<file path="config.mk">
export PLATFORM = sky130hd
export DESIGN_NAME = player_hit_detector
export DESIGN_NICKNAME = d
export VERILOG_FILES = /design/src/rtl/player_hit_detector.sv
export SDC_FILE = /design/constraint.sdc
export NUM_CORES = 1
export LEC_CHECK = 0
export ABC_CLOCK_PERIOD_IN_PS = 5000
export BUFFER_PORTS_ARGS = -buffer_cell sky130_fd_sc_hd__clkbuf_2
export CAP_MARGIN = 20
export CORE_ASPECT_RATIO = 0.9
export CORE_MARGIN = 4
export CORE_UTILIZATION = 42
export CTS_CLUSTER_DIAMETER = 150
export DETAILED_ROUTE_END_ITERATION = 7
export PLACE_DENSITY_LB_ADDON = 0.2
export SYNTH_ARGS = -nofsm -noshare
export SYNTH_HDL_FRONTEND = slang
export SYNTH_SLANG_ARGS = --single-unit
</file>
<file path="constraint.sdc">
create_clock -name clk -period 5 [get_ports clk]
set_input_delay 0.5 -clock clk [delete_from_list [all_inputs] [get_ports clk]]
set_output_delay 0.5 -clock clk [all_outputs]
set_load 0.03 [all_outputs]
</file>
<file path="src/rtl/player_hit_detector.sv">
// Player hit detector: checks obstacle pixels against the player box, tracks HP,
// and handles post-hit invulnerability and game over. Define HIT_COUNT_EN to add hit_count.
module player_hit_detector #(
   parameter int unsigned PLAYER_SIZE = 16,
   parameter int unsigned HP_MAX      = 5,
   parameter int unsigned HP_WIDTH    = 4,
   parameter int unsigned INVULN_TIME = 65000000
) (
   input  logic                clk,
   input  logic                rst,
   input  logic                game_on,
   input  logic [11:0]         obstacle_x,
   input  logic [11:0]         obstacle_y,
   input  logic [11:0]         mouse_xpos,
   input  logic [11:0]         mouse_ypos,
   output logic [HP_WIDTH-1:0] hp,
   output logic                hit,
   output logic                invuln,
   output logic                game_over
`ifdef HIT_COUNT_EN
   ,
   output logic [7:0]          hit_count
`endif
);

   localparam int unsigned CNT_W = (INVULN_TIME > 1) ? $clog2(INVULN_TIME) : 1;
   localparam logic [CNT_W-1:0]    CNT_LAST = CNT_W'(INVULN_TIME - 1);
   localparam logic [12:0]         SPAN     = 13'(PLAYER_SIZE - 1);
   localparam logic [HP_WIDTH-1:0] HP_FULL  = HP_WIDTH'(HP_MAX);
   localparam logic [HP_WIDTH-1:0] HP_ONE   = HP_WIDTH'(1);

   typedef enum logic [1:0] {StIdle, StArmed, StInvuln, StDead} state_t;

   state_t           state;
   logic [CNT_W-1:0] cnt;
   logic [11:0]      obs_x, obs_y, mx, my;

   logic        pix_valid, hit_det;
   logic [12:0] x_hi, y_hi;

   always_ff @(posedge clk) begin
      if (rst) begin
         obs_x <= '0;
         obs_y <= '0;
         mx    <= '0;
         my    <= '0;
      end else begin
         obs_x <= obstacle_x;
         obs_y <= obstacle_y;
         mx    <= mouse_xpos;
         my    <= mouse_ypos;
      end
   end

   // Upper bounds are 13 bits so a box near the right/bottom edge never wraps to 0.
   always_comb begin
      x_hi      = {1'b0, mx} + SPAN;
      y_hi      = {1'b0, my} + SPAN;
      pix_valid = (obs_x != '0) || (obs_y != '0);
      hit_det   = pix_valid &&
                  (obs_x >= mx) && ({1'b0, obs_x} <= x_hi) &&
                  (obs_y >= my) && ({1'b0, obs_y} <= y_hi);
   end

   always_ff @(posedge clk) begin
      if (rst || !game_on) begin
         state     <= StIdle;
         hp        <= HP_FULL;
         hit       <= 1'b0;
         invuln    <= 1'b0;
         game_over <= 1'b0;
         cnt       <= '0;
      end else begin
         hit <= 1'b0;
         unique case (state)
            StIdle: begin
               hp        <= HP_FULL;
               invuln    <= 1'b0;
               game_over <= 1'b0;
               cnt       <= '0;
               state     <= StArmed;
            end
            StArmed: begin
               if (hit_det) begin
                  hit <= 1'b1;
                  if (hp == HP_ONE) begin
                     hp        <= '0;
                     game_over <= 1'b1;
                     state     <= StDead;
                  end else begin
                     hp     <= hp - HP_ONE;
                     cnt    <= '0;
                     invuln <= 1'b1;
                     state  <= StInvuln;
                  end
               end
            end
            StInvuln: begin
               if (cnt == CNT_LAST) begin
                  cnt    <= '0;
                  invuln <= 1'b0;
                  state  <= StArmed;
               end else begin
                  cnt <= cnt + CNT_W'(1);
               end
            end
            StDead: begin
               hp        <= '0;
               game_over <= 1'b1;
            end
            default: state <= StIdle;
         endcase
      end
   end

`ifdef HIT_COUNT_EN
   // Counts exactly the hits that produce a hit pulse; saturates at 255.
   always_ff @(posedge clk) begin
      if (rst || !game_on || state == StIdle) begin
         hit_count <= '0;
      end else if (state == StArmed && hit_det && hit_count != 8'hFF) begin
         hit_count <= hit_count + 8'd1;
      end
   end
`endif

endmodule

</file>
# Yosys cells after proc, flatten, opt, wreduce, memory -nomap -nowiden
# Cells that the tools add are included.
# Widths: inputs -> output; s select.
[word_totals] reg_bits=83 latchBits=0 mem_bits_rw=0 rom_bits=0 inputBits=51 out_inout_bits=7 memories=0
[classes] n_addsub=4 n_mul=0 div_mod_pow=0 n_lt_le_gt_ge=4 n_eq_ne=9 shift=0 muxes=19 bitwise_logic=1 n_reduce_logical=18
[ops] cell="$mux 26" n=3
[ops] cell="$pmux 26 s3" n=1
[ops] cell="$add 12x4->13 const B" n=2
[ops] cell="$add 26x1->26 const B" n=1
[ops] cell="$eq 26x26->1 const B" n=1
[ops] cell="$le 12x13->1" n=2
[ops] cell="$ge 12x12->1" n=2
[ops] cell="$reduce_bool 12->1" n=2
[ops] cell="$pmux 4 s3" n=1
[ops] cell="$reduce_and 3->1" n=3
[ops] cell="$mux 4" n=2
[ops] cell="$ne 2x2->1 const B" n=4
[ops] cell="$mux 1" n=7
[ops] cell="$pmux 1 s3" n=2
[ops] cell="$pmux 2 s3" n=1
[ops] cell="$reduce_bool 3->1" n=2
[ops] cell="$eq 2x2->1 const B" n=2
[ops] cell="$eq 4x1->1 const B" n=1
[ops] cell="$logic_and 1x1->1" n=4
[ops] cell="$mux 2" n=2
[ops] cell="$reduce_and 4->1" n=1
[ops] cell="$sub 4x1->4 const B" n=1
[ops] cell="$eq 2x1->1 const B" n=1
[ops] cell="$logic_not 2->1" n=1
[ops] cell="5 further kinds" n=6

# Longest topological paths before layout
[logic_depth] depth_word=8 mapped_depth=17 ltp_nobuf=15

# Worst setup path before layout
# No wires, ideal clock.
[synth_path] path_kind="register to register" start="reg my[0]" end="reg cnt[15]" setup_time_ps=132 arrival_ps=3378 required_ps=4868 setup_slack_ps=1490 path_stages_with_launch=18 n_path_buf=2 cell_sequence="dfxtp_1 > inv_1 > ha_1 > or3b_2 > nand3_2 > nor2_1 > xnor2_1 > ha_1 > a21o_1 > a21oi_1 > o211ai_1 > o211ai_1 > or4b_1 > buf_2 > o31a_1 > buf_6 > o21ai_1 > a21oi_1"
[synth_between] elab_chain_len=5 elab_cells_between_ends=7 cone_classes="add/sub (1); order compare (2); eq/ne (1); reduce/logical (3)"
[synth_lines] item="from (decl)" line_no="36" source="logic [11:0] obs_x, obs_y, mx, my;"
[synth_lines] item="from (signal assigned)" line_no="51" source="my <= mouse_ypos;"
[synth_lines] item="$add 12x4->13 / $ge 12x12->1 (equally long branches)" line_no="58, 62"
[synth_lines] item="$le 12x13->1 / $logic_and 1x1->1 (equally long branches)" line_no="62, 61"
[synth_lines] item="$logic_and 1x1->1 (*)" line_no="62" source="(obs_y >= my) && ({1'b0, obs_y} <= y_hi);"
[synth_lines] item="$ne 2x2->1 (no line) (*)"
[synth_lines] item="$reduce_and 3->1 (no line) (*)"
[synth_lines] item="to (signal assigned)" line_no="104" source="cnt <= cnt + CNT_W'(1);"
[synth_lines] item="to (decl)" line_no="35" source="logic [CNT_W-1:0] cnt;"
# Every way passes the cells marked *; elsewhere a longest branch is shown, timed or not.
# A chain may end at the register's enable or synchronous reset.

# Final worst setup path
[layout_path] start="reg my[0]" end="reg cnt[19]"
# The elaborated chain is that of the path after synthesis.

==> out/qor.yml <==
timing:
  skew_ns: 0.008512
  period_share_pct: 82.51
  rsz0062_at_grt: "false"
  worst_slew_pin_slew_ns: 1.016
  hold_viol_final: 0
  finalCriticalPeriod_ns: 4.126
  relSlewSlack_pct: 32.25
  setup_viol: 0
  max_freq_ghz: 0.2424
  setup-tns-final_ns: 0
  slew_viol_final: 0
critical_path:
  worst_setup_path_start_kind: "flip-flop"
  rrSetupSlack_ns: 0.87
  cp.arrival_ns: 4.30
  regToRegStartpoint: "my[0]"
  cp-startpoint: "my[0]"
  r2r-end: "cnt[19]"
  cp.required_ns: 5.18
  critical_path_class: "reg -> reg"
  critPathMaxFanout: 20
  r2r_cells: 15
  crit_path_end: "cnt[19]"
  end_kind: "flip-flop"
routing:
  drc_errors: 0
  drtIter0Drc: 287
  via_per_inst: 5.425
  avgRoutedWirePerCell_um: 14.26
  vias: 3966
  drt_wl_total_um: 10430
  drt.antenna.violating_nets: 0
  first_pass_iters: 5
clock_tree:
  clkTransAtPathRegs_ns: 0.06
  clock_sinks: 83
  hold_buffers: 0
  cts_resized: 0
  clk_latency_ns: 0.34
  cts-root-buf: "clkbuf_16"
  postCtsSetupRepairBufs: 0
  cts_buffers: 9
  cts_max_level: 3
  clock_path_buffers: 2
  cts_tree: "built"
logic_synthesis:
  syn_avg_cell_area_um2: 8.539
  synthTopCellsByArea: "dfxtp_1 36%, ha_1 14%, nor2b_1 7.3%"
  ys_types: 49
  syn_nets: 647
  synth_edf_count: 0
  seq_area_frac_synth_pct: 35.83
  synth_cells: 543
  ys_seq_elements: 83
  syn-cell-area_mm2: 0.004637
  synth_warnings: 0
  synth_most_common_cell: "dfxtp_1"
  synth_top_area_share_pct: 35.83
  ys.flop_type: "dfxtp_1"
  async_reset_ff_share_pct: 0
  yosys.area.top_type: "dfxtp_1"
  synth_common_cells: "83 x dfxtp_1, 54 x nor2b_1, 53 x ha_1"
floorplanning:
  die_y_um: 107.7
  rows: 36
  ios: 58
  start_util_pct: 42.89
  core_mm2: 0.01081
  die_w_um: 118.8
  dieArea_mm2: 0.01279
global_routing:
  grt_pass1_wl_um: 17880
  grt_pass1_vias: 3778
  grt_max_degree: 51
  grtUsageTotal_pct: 17.28
  overflow: 0
  antenna_found_initial: 0
layout:
  diodes: 0
  layout-drive-gt1-share_pct: 13.21
  syn_to_final_growth_pct: 14.44
  final_util_pct: 49.09
  nets: 698
  fill_cells: 1025
job:
  drv_cap: 0
placed_design:
  io_buffers: 57
  dp_hpwl_um: 7731
  gp_congestion: 0.8255
power_and_ir_drop:
  pwr_density_cell_mw_per_mm2: 291.5
  max-vdd-ir-drop_mv: 0.1521
  finalPower_mw: 1.547
  leakage_nw: 2.136
status:
  status: "finished, final reports clean"
worst_hold_path:
  min_path_type: "in -> reg"
power by group:
part | internal [mW] | switching, mW
Combinational | 0.0893 | 0.0983
Clock | 0.395 | 0.259
Sequential | 0.683 | 0.0214
Total | 1.17 | 0.379
metal layers:
metal  track usage [%]  wire length (µm)
met4             6.369               233
met5                 0                 0
met1             22.15              5008
met3             5.360               472
met2             27.42              4712
worst max-delay path, stage by stage (launching register included):
cell      delay [ns]
dfxtp_1         0.33
inv_1           0.08
ha_1            0.18
or3b_2          0.50
nand3_2         0.13
nor2_1          0.07
xnor2_1         0.16
ha_1            0.27
a21o_1          0.18
a21oi_1         0.19
o211ai_1        0.12
o211ai_1        0.16
or4b_1          0.66
o31a_1          0.62
o21ai_1         0.23
a21oi_1         0.08
sequential cells by signal (all words and copies together) (netlist names), 2 cells and up:
| name | flops |
|---|---|
| state | 2 |
| cnt | 26 |
| mx | 12 |
| hp | 4 |
| obs_y | 12 |
| obs_x | 12 |
| my | 12 |
through the flow:
stage / cell area, µm² / setup slack (ns) / std cells / hold WS (ns)
final: 5306 / 0.8744 / 731 / 0.3626
after global placement: 5014 / 0.9676 / 716 / 0.4466
after global routing: 5306 / 0.6036 / 731 / 0.3569
after detailed placement: 5014 / 0.8942 / 716 / 0.4597
after floorplan: 4637 / 1.490 / 543 / 0.4316
after CTS: 5306 / 0.8788 / 731 / 0.3515
placed cells by master (no fill, tap or decap), types with 3 or more instances in the layout:
| master | Yosys | routed |
|---|---|---|
| nand4b_1 | 4 | 4 |
| or3_1 | 4 | 4 |
| o21ai_0 | 22 | 22 |
| nand2_1 | 28 | 28 |
| or4_1 | 5 | 5 |
| nor2_1 | 42 | 42 |
| a21oi_1 | 38 | 38 |
| o21ai_1 | 11 | 11 |
| nor3_1 | 17 | 17 |
| inv_1 | 34 | 34 |
| clkbuf_2 | 0 | 57 |
| clkbuf_16 | 0 | 9 |
| nand3_1 | 10 | 10 |
| and4_1 | 4 | 4 |
| nand4_1 | 11 | 11 |
| nand2b_1 | 6 | 6 |
| a31oi_1 | 13 | 13 |
| a211oi_1 | 6 | 6 |
| nor4_1 | 9 | 9 |
| o21a_1 | 3 | 3 |
| xnor2_1 | 20 | 20 |
| dfxtp_1 | 83 | 83 |
| a21o_1 | 8 | 8 |
| and3_1 | 5 | 5 |
| clkinv_2 | 0 | 3 |
| nor2b_1 | 54 | 54 |
| o211ai_1 | 4 | 4 |
| and2_1 | 4 | 4 |
| ha_1 | 53 | 53 |
worst min-delay path by stage:
stage	startpoint	endpoint	slack, ns	cells past startpoint
floorplan	cnt[25]	cnt[25]	0.43	1
global placement	cnt[25]	cnt[25]	0.45	1
detailed placement	cnt[25]	cnt[25]	0.46	1
CTS	obstacle_y[11]	obs_y[11]	0.35	2
global route	obstacle_y[11]	obs_y[11]	0.36	2
finish	obstacle_y[11]	obs_y[11]	0.36	2
area by class of cell:
cell class	count	area (µm²)	area share [%]
inverters	34	127.6	2.405
well taps	133	166.4	3.136
clock buffers	10	239.0	4.504
flip-flops and latches	83	1662	31.31
repair buffers	59	300.3	5.659
clock inverters	5	53.80	1.014
multi-input cells	407	2758	51.97
logic make-up (layout without fill, tap and decap cells):
family                   count (synthesis)  in the layout  synth area share (%)
AND/OR/NAND/NOR                        210            210                 24.80
AO/OA/AOI/OAI                          122            122                 16.16
flip-flops                              83             83                 35.83
adder cells (fa/ha/maj)                 53             53                 14.30
buffers and inverters                   53            108                 4.695
XOR/XNOR                                20             20                 3.778
multiplexers                             2              2                0.4317
Power figures use the tool's default switching activity.
